**config.mk**
```make
export PLATFORM = sky130hd
export DESIGN_NAME = general_register_write_arbiter
export DESIGN_NICKNAME = d
export VERILOG_FILES = /design/src/rtl/general_register_write_arbiter.sv
export SDC_FILE = /design/constraint.sdc
export NUM_CORES = 1
export LEC_CHECK = 0
export ABC_CLOCK_PERIOD_IN_PS = 1300
export CORE_ASPECT_RATIO = 0.5
export CORE_UTILIZATION = 32
export DETAILED_ROUTE_END_ITERATION = 12
export GPL_TIMING_DRIVEN = 1
export HOLD_SLACK_MARGIN = 0.15
export PLACE_DENSITY = 0.76
export SETUP_SLACK_MARGIN = 0.02
export SYNTH_ARGS = -nofsm -noshare
export SYNTH_HDL_FRONTEND = slang
export SYNTH_SLANG_ARGS = --single-unit
```
**constraint.sdc**
```tcl
create_clock -name clock -period 1.3 [get_ports clock]
set_clock_uncertainty 0.05 [all_clocks]
set_input_delay 0.13 -clock clock [delete_from_list [all_inputs] [get_ports clock]]
set_output_delay 0.13 -clock clock [all_outputs]
set_load 0.05 [all_outputs]
```
**src/rtl/general_register_write_arbiter.sv**
```systemverilog
// general_register_write_arbiter
//
// Shares the single write port of the general register file (EAX..EDI)
// between NUM_REQ write-back requesters. Each request carries the raw
// instruction register field, the w bit and the operand size. These are
// decoded into a register index, a byte-enable mask and lane-aligned data.
// One requester is granted per cycle in round-robin order, and the write is
// presented to the register file as a registered single-cycle strobe.
//
// Optional feature macro: GENERAL_REGISTER_WRITE_COMBINE_EN
//   When defined, the winner and exactly one other valid requester that
//   target the same register with disjoint byte enables are granted together
//   and merged into one write (e.g. AL + AH -> enables 0011).
//   When undefined, exactly one grant per cycle and no merge logic.
//
// Parameters:
//   NUM_REQ     number of requesters (2..4)
//   DATA_WIDTH  register width (32 for this datapath)
//
// Ports:
//   clock                 system clock, rising edge
//   reset_n               synchronous active-low reset
//   req_valid[i]          requester i wants to write
//   req_ready[i]          requester i is granted this cycle
//   req_register          3-bit instruction register field per requester
//   req_w_in_instruction  opcode carries a w bit
//   req_w                 w bit value (ignored unless w_in_instruction)
//   req_operand_size_32   1 = 32-bit operand, 0 = 16-bit operand
//   req_data              right-justified write value per requester
//   wr_hold               register file cannot accept a write this cycle
//   wr_enable             registered write strobe (one cycle per write)
//   wr_index              register index 0..7
//   wr_byte_enable        byte lanes to write
//   wr_data               lane-aligned write data
//
// Handshake: a transfer on requester i happens on a rising edge where
// req_valid[i] and req_ready[i] are both high. req_ready is combinational
// from req_valid, wr_hold and reset_n; req_valid must not depend on
// req_ready, and a requester holds valid and payload stable until accepted.

module general_register_write_arbiter #(
    parameter int NUM_REQ    = 2,
    parameter int DATA_WIDTH = 32
) (
    input  logic                          clock,
    input  logic                          reset_n,
    input  logic [NUM_REQ-1:0]            req_valid,
    output logic [NUM_REQ-1:0]            req_ready,
    input  logic [NUM_REQ*3-1:0]          req_register,
    input  logic [NUM_REQ-1:0]            req_w_in_instruction,
    input  logic [NUM_REQ-1:0]            req_w,
    input  logic [NUM_REQ-1:0]            req_operand_size_32,
    input  logic [NUM_REQ*DATA_WIDTH-1:0] req_data,
    input  logic                          wr_hold,
    output logic                          wr_enable,
    output logic [2:0]                    wr_index,
    output logic [3:0]                    wr_byte_enable,
    output logic [DATA_WIDTH-1:0]         wr_data
);

    localparam int PTR_W = (NUM_REQ > 2) ? 2 : 1;

    // Per-requester decoded write
    logic [2:0]            dec_index [NUM_REQ];
    logic [3:0]            dec_be    [NUM_REQ];
    logic [DATA_WIDTH-1:0] dec_data  [NUM_REQ];

    // Arbitration state and decisions
    logic [PTR_W-1:0] rr_ptr;
    logic [PTR_W-1:0] winner;
    logic             win_found;
    logic [PTR_W-1:0] partner;
    logic             partner_found;
    logic             accept;
    logic [PTR_W-1:0] last_granted;

    logic [2:0]            next_index;
    logic [3:0]            next_be;
    logic [DATA_WIDTH-1:0] next_data;

    // ------------------------------------------------------------------
    // Width decode, one instance per requester
    // ------------------------------------------------------------------
    for (genvar g = 0; g < NUM_REQ; g++) begin : g_decode
        logic [2:0]            reg_field;
        logic [DATA_WIDTH-1:0] raw;
        logic                  byte_op;

        assign reg_field = req_register[g*3 +: 3];
        assign raw       = req_data[g*DATA_WIDTH +: DATA_WIDTH];
        // Only an opcode with a w bit can select an 8-bit write.
        assign byte_op   = req_w_in_instruction[g] & ~req_w[g];

        always_comb begin
            dec_index[g] = reg_field;
            dec_be[g]    = req_operand_size_32[g] ? 4'b1111 : 4'b0011;
            dec_data[g]  = raw;
            if (byte_op) begin
                if (!reg_field[2]) begin
                    // AL, CL, DL, BL: low byte of EAX..EBX
                    dec_index[g] = reg_field;
                    dec_be[g]    = 4'b0001;
                    dec_data[g]  = {{(DATA_WIDTH-8){1'b0}}, raw[7:0]};
                end else begin
                    // AH, CH, DH, BH: second byte of EAX..EBX
                    dec_index[g] = {1'b0, reg_field[1:0]};
                    dec_be[g]    = 4'b0010;
                    dec_data[g]  = {{(DATA_WIDTH-16){1'b0}}, raw[7:0], 8'h00};
                end
            end
        end
    end

    // ------------------------------------------------------------------
    // Round-robin winner: first valid requester at or after rr_ptr
    // ------------------------------------------------------------------
    always_comb begin
        int               c;
        logic [PTR_W-1:0] cand;
        win_found = 1'b0;
        winner    = '0;
        c         = 0;
        cand      = '0;
        for (int k = 0; k < NUM_REQ; k++) begin
            c = int'(rr_ptr) + k;
            if (c >= NUM_REQ) c = c - NUM_REQ;
            cand = PTR_W'(c);
            if (!win_found && req_valid[cand]) begin
                win_found = 1'b1;
                winner    = cand;
            end
        end
    end

`ifdef GENERAL_REGISTER_WRITE_COMBINE_EN
    // Search the other requesters in cyclic order after the winner. Any
    // requester between rr_ptr and the winner is invalid, so a partner found
    // here is always the later of the two in round-robin order.
    always_comb begin
        int               c;
        int               matches;
        logic [PTR_W-1:0] cand;
        partner = '0;
        matches = 0;
        c       = 0;
        cand    = '0;
        for (int k = 1; k < NUM_REQ; k++) begin
            c = int'(winner) + k;
            if (c >= NUM_REQ) c = c - NUM_REQ;
            cand = PTR_W'(c);
            if (win_found && req_valid[cand] &&
                dec_index[cand] == dec_index[winner] &&
                (dec_be[cand] & dec_be[winner]) == 4'b0000) begin
                if (matches == 0) partner = cand;
                matches = matches + 1;
            end
        end
        // Merge only when the match is unambiguous.
        partner_found = (matches == 1);
    end

    always_comb begin
        next_index = dec_index[winner];
        next_be    = dec_be[winner];
        next_data  = dec_data[winner];
        if (partner_found) begin
            next_be = dec_be[winner] | dec_be[partner];
            for (int b = 0; b < 4; b++) begin
                next_data[b*8 +: 8] = dec_be[winner][b] ? dec_data[winner][b*8 +: 8]
                                                        : dec_data[partner][b*8 +: 8];
            end
        end
    end
`else
    assign partner       = '0;
    assign partner_found = 1'b0;
    assign next_index    = dec_index[winner];
    assign next_be       = dec_be[winner];
    assign next_data     = dec_data[winner];
`endif

    assign accept       = reset_n & win_found & ~wr_hold;
    assign last_granted = partner_found ? partner : winner;

    for (genvar g = 0; g < NUM_REQ; g++) begin : g_ready
        assign req_ready[g] = accept &
                              ((winner == PTR_W'(g)) |
                               (partner_found & (partner == PTR_W'(g))));
    end

    // ------------------------------------------------------------------
    // Pointer and registered write port
    // ------------------------------------------------------------------
    always_ff @(posedge clock) begin
        if (!reset_n) begin
            rr_ptr         <= '0;
            wr_enable      <= 1'b0;
            wr_index       <= 3'd0;
            wr_byte_enable <= 4'b0000;
            wr_data        <= '0;
        end else if (accept) begin
            rr_ptr         <= (int'(last_granted) == NUM_REQ - 1) ? '0
                                                                  : last_granted + 1'b1;
            wr_enable      <= 1'b1;
            wr_index       <= next_index;
            wr_byte_enable <= next_be;
            wr_data        <= next_data;
        end else begin
            // Index, enables and data hold their last values.
            wr_enable      <= 1'b0;
        end
    end

endmodule

```
## Word-level counts from Yosys, hierarchy flattened

Cells that the tools add are included.

| word-level totals | value |
|---|---|
| bits in registers | 41 |
| bits in latches | 0 |
| memory bits (writable) | 0 |
| memory bits (read-only) | 0 |
| input bits | 81 |
| output and inout port bits | 42 |
| word-level logic and storage cells | 60 |
| memories kept | 0 |

| operators by class | value |
|---|---|
| add/subtract/negate cells | 4 |
| $mul | 0 |
| divide/modulo/power cells | 0 |
| $lt $le $gt $ge | 5 |
| equality and inequality tests | 0 |
| shifts and indexed selects | 0 |
| muxes and demuxes | 33 |
| bitwise gates (word level) | 11 |
| reduce and logical (&&, ||, !) cells | 2 |

Operators with widths:

| operator | number |
|---|---|
| $mux W32 | 5 |
| $mux W16 | 2 |
| $mux W4 | 7 |
| $mux W3 | 5 |
| $mux W1 | 12 |
| $and A1 B1 Y1 | 6 |
| $ge A2 B2 Y1 const B | 2 |
| $lt A1 B2 Y1 const B | 2 |
| $mux W2 | 2 |
| $not A1 Y1 | 4 |
| $add A1 B1 Y2 const B | 1 |
| $ge A1 B2 Y1 const B | 1 |
| $not A1 Y2 | 1 |
| $sub A1 B1 Y1 const B | 2 |
| $add A1 B1 Y1 const B | 1 |
| $logic_and A1 B1 Y1 | 1 |
| $logic_not A1 Y1 | 1 |

## Longest topological paths before layout

| depth | value |
|---|---|
| depth in word-level cells | 12 |
| gate-level depth with buffers | 7 |
| gate-level depth less buffers | 5 |

## Worst setup path after synthesis

Ideal clock, no wire load.

| timing | value |
|---|---|
| kind | reg-to-reg |
| start point | register rr_ptr |
| end point | register wr_index[0] |
| setup time | 0.128 ns |
| data arrival time | 1.349 ns |
| data required time | 1.122 ns |
| setup slack | -0.227 ns |
| stages on the path, launching flop included | 6 |
| buffers on the path | 0 |
| clock period less this slack | 1.527 ns |
| cell sequence | dfxtp_1 nand2_1 nand3_1 inv_1 a222oi_1 nor2_1 |

| between the ends | value |
|---|---|
| word-level cells in the longest chain between the ends | 12 |
| elaborated cells between the ends (all ways) | 23 |
| classes of those cells | 3 x add/sub; 2 x order compare; 13 x mux; 3 x bitwise; 2 x reduce/logical |

RTL lines:

| element | line | RTL |
|---|---|---|
| from (decl) | 69 | `logic [PTR_W-1:0] rr_ptr;` |
| from (signal assigned) | 202 | `rr_ptr <= (int'(last_granted) == NUM_REQ - 1) ? '0` |
| $ge A1 B2 Y1 or $sub A1 B1 Y1 (tied branches) | 126 | `if (c >= NUM_REQ) c = c - NUM_REQ;` |
| $mux W1 | 126 |  |
| $mux W1 (implied by the code) (2 in series) | 128 | `if (!win_found && req_valid[cand]) begin` |
| $mux W1 | 128 |  |
| $logic_not A1 Y1 | 128 |  |
| $logic_and A1 B1 Y1 | 128 |  |
| $mux W1 | 128 |  |
| $not A1 Y2 (implied by the code) | 177 | `assign next_index = dec_index[winner];` |
| $mux W3 (implied by the code) (3 in series) | 177 |  |
| to (signal assigned) | 205 | `wr_index <= next_index;` |
| to (decl) | 56 | `output logic [2:0] wr_index,` |

Several ways; a longest one is shown, not always the timed one. The select of a mux whose other input is x is not followed.
A chain may end at the register's enable or synchronous reset.

## Worst setup path in the final report

| timing | value |
|---|---|
| start point | register rr_ptr |
| end point | register wr_data[8] |

| between the ends | value |
|---|---|
| word-level cells in the longest chain between the ends | 12 |
| elaborated cells between the ends (all ways) | 23 |
| classes of those cells | 3 x add/sub; 2 x order compare; 13 x mux; 3 x bitwise; 2 x reduce/logical |

RTL lines:

| element | line | RTL |
|---|---|---|
| $ge A1 B2 Y1 or $sub A1 B1 Y1 (tied branches) | 126 |  |
| $mux W1 | 126 |  |
| $mux W1 (implied by the code) (2 in series) | 128 |  |
| $mux W1 | 128 |  |
| $logic_not A1 Y1 | 128 |  |
| $logic_and A1 B1 Y1 | 128 |  |
| $mux W1 | 128 |  |
| $not A1 Y2 (implied by the code) | 179 | `assign next_data = dec_data[winner];` |
| $mux W32 (implied by the code) (3 in series) | 179 |  |
| to (signal assigned) | 207 | `wr_data <= next_data;` |
| to (decl) | 58 | `output logic [DATA_WIDTH-1:0] wr_data` |

Several ways; a longest one is shown, not always the timed one. The select of a mux whose other input is x is not followed.

==> out/qor.txt <==
Post-Syn Area - 1829 µm²
Pwr Total - 4.001 mW
critical path, cell by cell - nor2b_4 > buf_6 > buf_4 > nor4_2 > buf_4 > a22oi_1 > a21oi_1
via density per instance - 5.991
post-route ant nets - 0
Routed WL - 9.830 mm
Post-CTS Hold Fix Bufs - 0
Placer Congestion - 0.8971
FMAX - 0.6504 GHz
minimum clock period - 1.538 ns
cell area after layout - 4225 µm²
FF-to-FF Start - rr_ptr
vias in the first global route - 2639
Seq cells post-synth - 40
CP top delay family - buffers and inverters
unique cell type count in the Yosys netlist - 33
Site Rows - 19
clk root buf - clkbuf_16
first-pass GRT wire length - 13.58 mm
syn nets - 282
placed instance area - 3827 µm²
number of cells on the critical path - 7
crit path to - wr_data[8]
Fin. Hold Viols - 0
# DRC - 0
DP HPWL - 5.722 mm
worst setup path category - flop to flop
slew margin rel. - 0.7331
startpoint type of the worst setup path - flop
Core Area - 5492 µm²
Die Ht - 55.46 µm
Peak supply drop - 790.4 µV
Yosys Warn Count - 0
Pleak - 1.677 nW
most frequent cells in the layout - 72 x clkdlybuf4s50_1, 46 x buf_12, 39 x dfxtp_1
number of synthesized flops with an enable pin - 0
CP Capture Type - flop
Gate Count Post-Synth - 201
TNS Setup - -4.012 ns
# IOs - 123
status - complete, but fails checks
flop-to-flop setup slack - -0.24 ns
layout cells sized above 1 - 0.3621
final non-filler cell total - 432
clk_lat worst skew - 0.28 ns
diode count - 0
max-slew violations - 0
Placed Cells - 415
register area share after synthesis - 0.4378
total track usage - 0.2970
vias - 2588
Worst Max-Slew Pin Slew - 0.4003 ns
R2R depth - 7
CP Data Arrival Time - 1.68 ns
RSZ-0062 raised after global routing - true
crit-path most repeated cell - buf_4
Die X - 108.9 µm
crit path max fanout - 5
initial antenna violation count - 0
worst-case clock buffer depth - 2
commonest non-fill, non-tap cell in the layout - clkdlybuf4s50_1
CTS tree - built
pin count of the biggest net entering global routing - 24
area growth from synthesis to layout - 131.0%
worst flop-to-flop path endpoint - wr_data[8]
Clk pin slew, worst setup/hold paths - 0.06 ns
final setup vio count - 38
nets - 440
Worst Setup SP - rr_ptr
1st-iter DRT viols - 295
total CTS buffers - 5
failing checks - negative setup slack
syn_area_per_cell - 9.101 µm²
Post-Place Setup Slack - -0.5243 ns
DRT Pass-1 Iters - 7
setup slack after layout - -0.2376 ns
Routed WL per cell - 22.75 µm
Starting Density - 0.3331
Synth Flop Type - dfxtp_1
crit path buf inv count - 3
fin crit share - 1.183
port buffer count - 122
Async SR Flop Fraction - 0
clock sink total - 40
Hold Crit Class - input pin to flop
Req. time, crit path - 1.44 ns
Die ar. - 6041 µm²
slowest stage delay, CP - 0.39 ns
# Max-Cap Violations - 0
total grt overflow - 0
CTS HTree Levels - 2
Crit-path slowest cell - dfxtp_4
PwrDens - 946.9 nW/µm²
stage by stage:
step | util | hold slack [ns]
6_report | 0.7694 | 0.4489
4_1_cts | 0.7553 | 0.3755
5_1_grt | 0.7694 | 0.4639
3_5_place_dp | 0.6970 | 0.4427
3_3_place_gp | 0.6970 | 0.4357
2_1_floorplan | - | 0.2290
cell families after synthesis:
logic type	share of synthesized area
AOI/OAI and AO/OA	0.3003
and+or+nand+nor	0.1997
buffers and inverters	0.06224
DFF	0.4378
worst min-delay path by stage:
stage,startpoint,endpoint,cells after the start
CTS,reset_n,wr_data[11],3
global route,req_data[57],wr_data[25],3
finish,req_data[53],wr_data[21],3
detailed placement,wr_data[3],wr_data[3],2
global placement,wr_data[7],wr_data[7],2
floorplan,reset_n,wr_data[0],2
registers in the layout (all words and copies together), names as in the netlist:
signal and flops:
wr_byte_enable 3, wr_index 3, rr_ptr 1, wr_enable 1, wr_data 32
Yosys cell counts (all sizes together), types with 3 or more instances:
| cell | instances | area [µm²] |
|---|---|---|
| o31a | 3 | 26.28 |
| nand2b | 4 | 25.02 |
| a221oi | 8 | 70.07 |
| dfxtp | 40 | 800.8 |
| a2bb2oi | 5 | 43.79 |
| a22oi | 6 | 45.04 |
| inv | 4 | 15.01 |
| buf | 9 | 68.81 |
| o21ai | 5 | 25.02 |
| nand2 | 18 | 67.56 |
| and4b | 5 | 56.30 |
| nand3 | 9 | 45.04 |
| a21oi | 24 | 120.1 |
| clkbuf | 7 | 26.28 |
| a222oi | 20 | 200.2 |
| and2 | 3 | 18.77 |
| nor2 | 21 | 78.83 |
worst reg2reg max path: stages, from the launching register on:
cell	delay, ns
dfxtp_4	0.39
nor2b_4	0.05
buf_6	0.11
buf_4	0.12
nor4_2	0.23
buf_4	0.18
a22oi_1	0.10
a21oi_1	0.22
where the power goes:
| group | total, mW | switching (mW) | internal (mW) |
|---|---|---|---|
| clock network | 1.29 | 0.483 | 0.806 |
| logic | 1.33 | 0.630 | 0.699 |
| registers | 1.38 | 0.0848 | 1.30 |
| total | 4.00 | 1.20 | 2.80 |
final cells by class:
class	count	area, µm²
timing repair buffer	165	2044
fill	324	1266
inverter	5	26.28
clock buffer	7	152.6
sequential	40	804.5
multi-input combinational	142	1106
tap	73	91.34
routing by layer:
metal  vias to the layer above  wire length [µm]  global-route usage
met1                      1274              3737              0.3434
met3                        42               741             0.06848
met5                         -                 0                   0
met4                         0               368              0.1236
met2                       170              4982              0.5247
li1                       1102                 -                   -
repair_timing:
item / CTS / global route
setup endpoints to repair: 42 / 40
pin swaps: 8 / 11
endpoints found under the hold margin: 0 / 0
cloned: 4 / 0
resized for setup: 31 / 18
setup buffers: 5 / 2
No activity file was read; power rests on OpenSTA's default activity.
